**config.mk**
```make
export PLATFORM = sky130hd
export DESIGN_NAME = chan_pkt_reader_flat
export DESIGN_NICKNAME = d
export VERILOG_FILES = /design/src/rtl/chan_pkt_reader_pkg.sv /design/src/rtl/chan_pkt_reader_if.sv /design/src/rtl/chan_ts_compare.sv /design/src/rtl/chan_pkt_reader.sv /design/src/flat_wrapper.sv
export SDC_FILE = /design/constraint.sdc
export NUM_CORES = 1
export LEC_CHECK = 0
export ABC_AREA = 1
export BUFFER_PORTS_ARGS = -buffer_cell sky130_fd_sc_hd__buf_2
export CAP_MARGIN = 20
export CORE_MARGIN = 3
export CORE_UTILIZATION = 58
export CTS_CLUSTER_DIAMETER = 150
export DETAILED_ROUTE_END_ITERATION = 10
export PLACE_DENSITY = 0.91
export REMOVE_ABC_BUFFERS = 1
export SYNTH_ARGS = -nofsm -noshare
export SYNTH_HDL_FRONTEND = slang
export SYNTH_HIERARCHICAL = 1
export SYNTH_SLANG_ARGS = --single-unit
```
**constraint.sdc**
```tcl
create_clock -name txclk -period 3 [get_ports txclk]
set_clock_uncertainty 0.05 [all_clocks]
set_input_delay 0.15 -clock txclk [delete_from_list [all_inputs] [get_ports txclk]]
set_output_delay 0.15 -clock txclk [all_outputs]
set_load 0.02 [all_outputs]
```
**src/rtl/chan_pkt_reader_pkg.sv**
```systemverilog
// Shared TX definitions: header field positions, timestamp sentinel, word cap, reader FSM encoding.
// Latency: n/a (constants, types and a pure helper function).
// Backpressure: n/a.
package chan_pkt_reader_pkg;

    // Header word 0 field positions
    localparam int HDR_SOB_BIT = 28;
    localparam int HDR_EOB_BIT = 27;
    localparam int HDR_LEN_MSB = 8;
    localparam int HDR_LEN_LSB = 0;

    // Timestamp value meaning "send immediately"
    localparam logic [31:0] TS_NOW = 32'hFFFF_FFFF;

    // Payload word cap: 128-word slot minus the 2 header words
    localparam int MAX_WORDS = 126;
    localparam int CNT_W     = 7;

    typedef enum logic [2:0] {
        ST_IDLE = 3'd0,
        ST_TS   = 3'd1,
        ST_WAIT = 3'd2,
        ST_SEND = 3'd3,
        ST_DONE = 3'd4,
        ST_DROP = 3'd5
    } rd_state_t;

    // Byte length to 32-bit word count, rounded up and capped at MAX_WORDS
    function automatic logic [CNT_W-1:0] len_to_words(input logic [8:0] len);
        logic [9:0] words;
        words = ({1'b0, len} + 10'd3) >> 2;
        if (words > 10'(MAX_WORDS)) begin
            return CNT_W'(MAX_WORDS);
        end
        return words[CNT_W-1:0];
    endfunction

endpackage

```
**src/rtl/chan_pkt_reader_if.sv**
```systemverilog
// Bundle between a channel packet reader and its packet buffer / DAC sample port.
// Latency: n/a (wires only).
// Backpressure: rdreq pops a show-ahead word, skip retires a slot, tx_strobe paces the samples.
interface chan_pkt_reader_if;
    import chan_pkt_reader_pkg::*;

    logic [31:0] fifodata;
    logic        pkt_waiting;
    logic        rdreq;
    logic        skip;
    logic        tx_strobe;
    logic [31:0] adc_time;
    logic [15:0] tx_i;
    logic [15:0] tx_q;
    logic        underrun;
    logic        dropped;
    logic        in_burst;

    // Reader side
    modport master (
        input  fifodata, pkt_waiting, tx_strobe, adc_time,
        output rdreq, skip, tx_i, tx_q, underrun, dropped, in_burst
    );

    // Buffer / DAC side
    modport slave (
        output fifodata, pkt_waiting, tx_strobe, adc_time,
        input  rdreq, skip, tx_i, tx_q, underrun, dropped, in_burst
    );

endinterface

```
**src/rtl/chan_ts_compare.sv**
```systemverilog
// Timestamp decision: immediate sentinel, exact match, and late (timestamp already in the past).
// Latency: combinational.
// Backpressure: none.
module chan_ts_compare
    import chan_pkt_reader_pkg::*;
(
    input  logic [31:0] ts,
    input  logic [31:0] now,
    output logic        ts_now,
    output logic        ts_match,
    output logic        ts_late
);

    logic [31:0] ts_diff;

    // Wrapping difference: a negative result means the slot time has already passed
    assign ts_diff  = ts - now;
    assign ts_now   = (ts == TS_NOW);
    assign ts_match = (ts == now);
    assign ts_late  = ts_diff[31] && !ts_now;

endmodule

```
**src/rtl/chan_pkt_reader.sv**
```systemverilog
// Per-channel TX packet reader: parse 2-word header, hold for timestamp, stream I/Q per DAC strobe.
// Latency: IDLE->TS->WAIT->SEND is 3 cycles minimum; a sample lands on tx_i/tx_q 1 cycle after its strobe.
// Backpressure: one payload word popped per tx_strobe in SEND; a strobe with no sample outputs 0 (underrun in burst).
module chan_pkt_reader
    import chan_pkt_reader_pkg::*;
(
    input  logic               txclk,
    input  logic               reset,
    chan_pkt_reader_if.master  bus
);

    rd_state_t        state;
    rd_state_t        state_nxt;
    logic             sob_q;
    logic             eob_q;
    logic [CNT_W-1:0] cnt_q;
    logic [31:0]      ts_q;
    logic [15:0]      tx_i_q;
    logic [15:0]      tx_q_q;
    logic             underrun_q;
    logic             in_burst_q;
    logic             ts_imm;
    logic             ts_match;
    logic             ts_late;
    logic             go_send;
    logic             send_strobe;

    chan_ts_compare u_ts_cmp (
        .ts       (ts_q),
        .now      (bus.adc_time),
        .ts_now   (ts_imm),
        .ts_match (ts_match),
        .ts_late  (ts_late)
    );

    assign go_send     = (state == ST_WAIT) && (ts_imm || ts_match);
    assign send_strobe = (state == ST_SEND) && bus.tx_strobe;

    assign bus.tx_i     = tx_i_q;
    assign bus.tx_q     = tx_q_q;
    assign bus.underrun = underrun_q;
    assign bus.in_burst = in_burst_q;

    // Next state plus the combinational buffer controls (rdreq, skip, dropped)
    always_comb begin
        state_nxt   = state;
        bus.rdreq   = 1'b0;
        bus.skip    = 1'b0;
        bus.dropped = 1'b0;
        case (state)
            ST_IDLE: begin
                if (bus.pkt_waiting) begin
                    bus.rdreq = 1'b1;
                    state_nxt = ST_TS;
                end
            end
            ST_TS: begin
                bus.rdreq = 1'b1;
                state_nxt = (cnt_q == '0) ? ST_DONE : ST_WAIT;
            end
            ST_WAIT: begin
                if (ts_imm || ts_match) begin
                    state_nxt = ST_SEND;
                end else if (ts_late) begin
                    state_nxt = ST_DROP;
                end
            end
            ST_SEND: begin
                if (bus.tx_strobe) begin
                    bus.rdreq = 1'b1;
                    if (cnt_q == CNT_W'(1)) begin
                        state_nxt = ST_DONE;
                    end
                end
            end
            ST_DONE: begin
                bus.skip  = 1'b1;
                state_nxt = ST_IDLE;
            end
            ST_DROP: begin
                bus.skip    = 1'b1;
                bus.dropped = 1'b1;
                state_nxt   = ST_IDLE;
            end
            default: begin
                state_nxt = ST_IDLE;
            end
        endcase
    end

    // State register
    always_ff @(posedge txclk) begin
        if (reset) begin
            state <= ST_IDLE;
        end else begin
            state <= state_nxt;
        end
    end

    // Header capture and remaining-word counter
    always_ff @(posedge txclk) begin
        if (reset) begin
            sob_q <= 1'b0;
            eob_q <= 1'b0;
            cnt_q <= '0;
            ts_q  <= '0;
        end else begin
            if (state == ST_IDLE && bus.pkt_waiting) begin
                sob_q <= bus.fifodata[HDR_SOB_BIT];
                eob_q <= bus.fifodata[HDR_EOB_BIT];
                cnt_q <= len_to_words(bus.fifodata[HDR_LEN_MSB:HDR_LEN_LSB]);
            end
            if (state == ST_TS) begin
                ts_q <= bus.fifodata;
            end
            if (send_strobe) begin
                cnt_q <= cnt_q - CNT_W'(1);
            end
        end
    end

    // Burst tracking: opens when an SOB packet starts sending, closes on EOB retire or a drop
    always_ff @(posedge txclk) begin
        if (reset) begin
            in_burst_q <= 1'b0;
        end else if (go_send && sob_q) begin
            in_burst_q <= 1'b1;
        end else if ((state == ST_DONE && eob_q) || state == ST_DROP) begin
            in_burst_q <= 1'b0;
        end
    end

    // Sample output and underrun flag, both updated only on a strobe
    always_ff @(posedge txclk) begin
        if (reset) begin
            tx_i_q     <= '0;
            tx_q_q     <= '0;
            underrun_q <= 1'b0;
        end else begin
            underrun_q <= bus.tx_strobe && (state != ST_SEND) && in_burst_q;
            if (send_strobe) begin
                tx_i_q <= bus.fifodata[15:0];
                tx_q_q <= bus.fifodata[31:16];
            end else if (bus.tx_strobe) begin
                tx_i_q <= '0;
                tx_q_q <= '0;
            end
        end
    end

endmodule

```
**src/flat_wrapper.sv**
```systemverilog
// flat-port wrapper written by rule: the top's interface ports become plain ports
module chan_pkt_reader_flat import chan_pkt_reader_pkg::*;
  (txclk, reset, bus_fifodata, bus_pkt_waiting, bus_tx_strobe, bus_adc_time, bus_rdreq, bus_skip, bus_tx_i, bus_tx_q, bus_underrun, bus_dropped, bus_in_burst);
  chan_pkt_reader_if bus_i ();
  input  logic txclk;
  input  logic reset;
  input wire logic [$bits(bus_i.fifodata)-1:0] bus_fifodata;
  input wire logic [$bits(bus_i.pkt_waiting)-1:0] bus_pkt_waiting;
  input wire logic [$bits(bus_i.tx_strobe)-1:0] bus_tx_strobe;
  input wire logic [$bits(bus_i.adc_time)-1:0] bus_adc_time;
  output wire logic [$bits(bus_i.rdreq)-1:0] bus_rdreq;
  output wire logic [$bits(bus_i.skip)-1:0] bus_skip;
  output wire logic [$bits(bus_i.tx_i)-1:0] bus_tx_i;
  output wire logic [$bits(bus_i.tx_q)-1:0] bus_tx_q;
  output wire logic [$bits(bus_i.underrun)-1:0] bus_underrun;
  output wire logic [$bits(bus_i.dropped)-1:0] bus_dropped;
  output wire logic [$bits(bus_i.in_burst)-1:0] bus_in_burst;
  assign bus_i.fifodata = bus_fifodata;
  assign bus_i.pkt_waiting = bus_pkt_waiting;
  assign bus_i.tx_strobe = bus_tx_strobe;
  assign bus_i.adc_time = bus_adc_time;
  assign bus_rdreq = bus_i.rdreq;
  assign bus_skip = bus_i.skip;
  assign bus_tx_i = bus_i.tx_i;
  assign bus_tx_q = bus_i.tx_q;
  assign bus_underrun = bus_i.underrun;
  assign bus_dropped = bus_i.dropped;
  assign bus_in_burst = bus_i.in_burst;
  chan_pkt_reader u_core (.txclk(txclk), .reset(reset), .bus(bus_i));
endmodule
```
======== Word level (Yosys, flattened, before mapping) ========
Cells that the tools add are included.
operators by class
  magnitude comparators ................... 1
  eq/ne operators ......................... 13
  mux-type cells .......................... 24
  reductions and logical operators ........ 18
  add/sub/neg operators ................... 3
operator list
  cell                                                                     number
  16-bit two-way mux                                                       3
  32-bit equality test                                                     1
  32-bit equality test, second input constant                              1
  32-bit subtractor                                                        1
  7-bit two-way mux                                                        4
  3-bit two-way mux                                                        6
  3-bit case mux with 4 select lines                                       1
  9-bit by 2-bit adder with 10-bit output, second input constant           1
  1-bit two-way mux                                                        9
  8-bit by 7-bit > comparator with 1-bit output, second input constant     1
  1-bit logical AND                                                        8
  7-bit by 1-bit equality test with 1-bit output, second input constant    1
  7-bit zero test                                                          1
  7-bit by 1-bit subtractor with 7-bit output, second input constant       1
  3-bit by 2-bit equality test with 1-bit output, second input constant    2
  3-bit equality test, second input constant                               2
  2-bit inequality test, second input constant                             3
  3-bit by 2-bit inequality test with 1-bit output, second input constant  2
  2-bit nonzero test                                                       3
  4-bit AND reduction                                                      1
  3-bit by 1-bit equality test with 1-bit output, second input constant    1
  3-bit zero test                                                          1
  1-bit case mux with 3 select lines                                       1
  1-bit logical OR                                                         2
  2 further kinds                                                          2
word-level totals
  input port bits ......................... 68
  logic and storage cells ................. 68
  register bits after elaboration ......... 78
  output and inout port bits .............. 37

======== Depth between registers and ports, before layout ========
  depth in word-level cells ............... 8
  depth in mapped cells ................... 17
  gate-level depth less buffers ........... 17

======== Modules after synthesis ========
The synthesis kept the hierarchy.
modules (own cells, without submodules)
  module           times used  sequential area each (um^2)  area an instance (um^2)  cells each
  chan_pkt_reader  1           1561.5                       3216.8                   441
  chan_ts_compare  1           0.0                          973.4                    166

======== Worst setup path before layout ========
No wires, ideal clock.
  kind .................................... register -> register
  from .................................... reg u_core.ts_q[26]
  to ...................................... reg u_core.state[0]
  buffers on the path ..................... 0
  period minus slack after synthesis ...... 1.918 ns
  cell stages (with the launch flop) ...... 16
  setup time .............................. 0.128 ns
  arrival ................................. 1.741 ns
  required time ........................... 2.822 ns
  setup slack ............................. 1.082 ns
  cells stage by stage .................... dfxtp_1 > ha_1 > nand2_1 > nor2_1 > and2_4 > nand3_2 > nor2_2 > and3_2 > nor2_1 > inv_1 > nor2_1 > inv_1 > nor2_1 > inv_1 > a31oi_1 > nor2_1
between the ends
  elaborated cells between the ends (all ways) .. 10
  classes of those cells .................. add/sub: 1; eq/ne: 3; mux: 2; reduce/logical: 4
RTL lines
  what                                                                                                           line                    source
  from (decl)                                                                                                    chan_pkt_reader.sv:17   logic [31:0] ts_q;
  from (signal assigned)                                                                                         chan_pkt_reader.sv:114  ts_q <= bus.fifodata;
  32-bit equality test (*)                                                                                       chan_ts_compare.sv:19   assign ts_match = (ts == now);
  via u_core.ts_match                                                                                            chan_pkt_reader.sv:23   logic ts_match;
  1-bit logical OR (*)                                                                                           chan_pkt_reader.sv:62   if (ts_imm || ts_match) begin
  3-bit by 2-bit inequality test with 1-bit output (no source line) / 3-bit two-way mux (equally long branches)  --
  4-bit AND reduction (no source line) / 3-bit case mux with 4 select lines (equally long branches)              --
  to (signal assigned)                                                                                           chan_pkt_reader.sv:96   state <= state_nxt;
  to (decl)                                                                                                      chan_pkt_reader.sv:12   rd_state_t state;
The timed path passes the listed nets; every way through them passes the cells marked *.
A chain may end at the register's enable or synchronous reset.

======== Worst setup path after layout ========
  from .................................... reg u_core.state[0]
  to ...................................... out bus_rdreq
between the ends
  word-level cells in the longest chain between the ends .. 2
  elaborated cells between the ends (all ways) .. 4
  classes of those cells .................. eq/ne: 2; mux: 1; reduce/logical: 1
ends and longest elaborated chain
  what                                                                    line                   source
  3-bit by 2-bit equality test with 1-bit output (tied with other cells)  chan_pkt_reader.sv:50  case (state)
  1-bit case mux with 3 select lines (*)                                  chan_pkt_reader.sv:50
  to (decl)                                                               flat_wrapper.sv:11     output wire logic [$bits(bus_i.rdreq)-1:0] bus_rdreq;
Mark *: on every way between the ends. The rest lies on a longest branch, timed or not.

==> run metrics <==
Tightest Hold Check Type=in2reg; global-route wire length before repair=19,270 um; Num CTS Buffers=9; Starting Density=60.67%; Pwr Density=739.3 nW/um^2; Post-Syn Instances=607; largest net degree at the start of global routing=42; RSZ-0062 raised after global routing=no; gr ovfl total=0; VDD IR max=0.3724 mV; Clock Power Share=20.0%; hold_ws=-0.0009873 ns; sequential share of power=40.6%; switching portion of total power=41.15%; H-tree depth=3; WP data required=2.80 ns; Initial DRC Count=351; hold path start=bus_fifodata[8]; Max Root-Sink Buffers=2; commonest non-fill, non-tap cell in the layout=nand2_1; hpwl dp=7929 um; Mapped Area=4190 sq um; routed wire length=11,410 um; Pre-antenna DRT Iters=6; Setup Buffers After CTS=0; Worst-Skew Late Latency=0.35 ns; Fin. Hold Viols=1; final non-filler cell total=819; WP data arrival=2.11 ns; CP Launch Point=u_core/state[0]; Slew HR=30.83%; DIE AREA=8280 sq um; Worst-path clk slew=0.07 ns; layout cells sized above 1=20.33%; P_int=2.217 mW; buffers plus inverters on the worst setup path=3; CP max stage delay=0.45 ns; Worst Tran Pin Value=1.036 ns; Synth cell types=35; sequential area share after synthesis=37.26%; CP cell instances=nand2_1 > nor2_2 > buf_4 > inv_2 > nand3_1 > buf_2; NumNets Final=820; final period utilization=76.86%; Placed Cells incl. Taps=789; die extent in y=91.00 um; I/O Pins=105; Final TNS setup=0 ns; overall routing resource usage=28.23%; Area Growth Syn to Fin=21.62%; number of global-route vias before repair=4,271; fill count=553; Syn. warnings=6; Yosys reg bits=78; Post-DRT Antenna Nets=0; ant diodes=0; CP Class=reg2out; number of port buffers=104; CP Launch Type=register; Critical Path End Type=output pin; final setup fails=0; WL per Instance=13.94 um; routed via count=4,416; antenna violations before repair=0; delay-heaviest family, CP=buffers and inverters; Vias/cell=5.392; final core occ=73.79%; fmax=0.4337 GHz; clk sinks=78; failing checks=negative hold slack; Rows=30; CTS tree=built; sw power=1.550 mW; # DRC=0; status=complete, but fails checks; Final Power=3.768 mW; P_leak=2.637 nW; Crit Reg-Reg Startpoint=u_core/ts_q[26]; top fanout value on the critical path=41; most frequent cells in the layout=nand2_1, buf_2, nor2_1, dfxtp_1, inv_1; gpl congestion=0.8389; Die X=91.00 um; critical path's slowest cell=dfxtp_1; Max Slew Vio Count=0; Tmin final=2.306 ns; clk root buf=clkbuf_8; syn_area_per_cell=6.903 sq um; Max Cap Viol=0; CORE AREA=6907 sq um; combinational power share=39.4%
-- what timing repair did --
item	4_1_cts	5_1_grt
resized for setup	0	0
hold buffers	15	0
endpoints found under the hold margin	17	0
-- routing by layer --
| metal | GRT usage (%) | share of wire, % | routed length, um |
|---|---|---|---|
| met3 | 6.297 | 9.1 | 1035 |
| met1 | 33.52 | 39 | 4474 |
| met4 | 12.94 | 3.4 | 384 |
| met2 | 48.38 | 48 | 5519 |
| met5 | 0 | 0 | 0 |
-- state kept, by name (all words and copies together) (netlist names) --
signal               cells
u_core/ts_q             32
u_core/bus.tx_i         16
u_core/bus.tx_q         16
u_core/cnt_q             7
u_core/state             3
u_core/bus.in_burst      1
u_core/bus.underrun      1
u_core/eob_q             1
u_core/sob_q             1
-- synthesized netlist by cell type --
master / n / area, sq um
nand3_4: 1 / 17.52
nor3_1: 5 / 25.02
inv_1: 76 / 285.3
clkbuf_1: 10 / 37.54
o21ai_1: 3 / 15.01
o2111ai_1: 1 / 8.760
buf_2: 8 / 40.04
ha_1: 33 / 412.9
a41oi_1: 1 / 8.760
inv_2: 7 / 26.28
nor2_4: 2 / 22.52
and3_2: 1 / 7.510
nor4_1: 2 / 12.51
xor2_1: 3 / 26.28
nand2_1: 143 / 536.8
nand3_1: 13 / 65.06
nor2_1: 86 / 322.8
nand2_4: 1 / 11.26
o221ai_1: 1 / 8.760
clkbuf_2: 1 / 5.000
dfxtp_1: 78 / 1562
nor2_2: 7 / 43.79
nor2_8: 1 / 20.02
o21bai_1: 2 / 15.01
nand2_2: 2 / 12.51
a21o_1: 1 / 7.510
a211oi_2: 2 / 25.02
o21ai_0: 41 / 205.2
a21oi_1: 60 / 300.3
buf_1: 1 / 3.750
nand4_1: 9 / 56.30
a21o_2: 1 / 8.760
a31oi_1: 1 / 6.260
nand3_2: 2 / 20.02
and2_4: 1 / 8.760
-- stage by stage --
step	cell area, sq um	setup WS, ns
global placement	4760	0.9867
detailed placement	4760	0.8206
CTS	5096	0.7036
floorplan	4104	1.001
finish	5096	0.6941
global route	5096	0.5371
-- worst paths after layout --
| path | depth (start not counted) | slack [ns] | endpoint |
|---|---|---|---|
| worst max-delay path | 6 | 0.69 | bus_rdreq |
| worst min-delay path | 3 | -0.001 | u_core/bus.tx_i[8] |
| worst max register to register | 15 | 0.74 | u_core/state[0] |
| worst min register to register | 2 | 0.41 | u_core/bus.tx_i[7] |
-- kinds of logic after synthesis --
logic type,count (synthesis),synth area share [%]
simple gates,276,28.22
compound gates,114,14.54
buf+inv,103,9.495
flops,78,37.26
fa+ha+maj,33,9.854
xor+xnor,3,0.6272
-- layout make-up --
| type | instances | area (sq um) | area share (%) |
|---|---|---|---|
| Sequential cell | 78 | 1562 | 30.64 |
| Multi-Input combinational cell | 426 | 2231 | 43.78 |
| Inverter | 83 | 311.5 | 6.113 |
| Clock buffer | 15 | 186.4 | 3.658 |
| Tap cell | 96 | 120.1 | 2.357 |
| Timing Repair Buffer | 121 | 685.7 | 13.45 |
-- worst register-to-register path: cells and delay by family (launching register included) --
kind,cells,cell delay (ns)
simple gates,10,1.07
compound gates,1,0.18
flops,1,0.34
fa+ha+maj,1,0.31
buf+inv,3,0.20
-- power by group through the flow --
stage          Sequential [mW]  Combinational, mW  Clock (mW)
6_report                  1.53               1.48       0.754
3_3_place_gp              1.53               1.35           0
2_1_floorplan             1.50               1.03           0
4_1_cts                   1.53               1.46       0.758
3_5_place_dp              1.54               1.43           0
5_1_grt                   1.56               1.70       0.807
(Power assumes the default switching activity.)
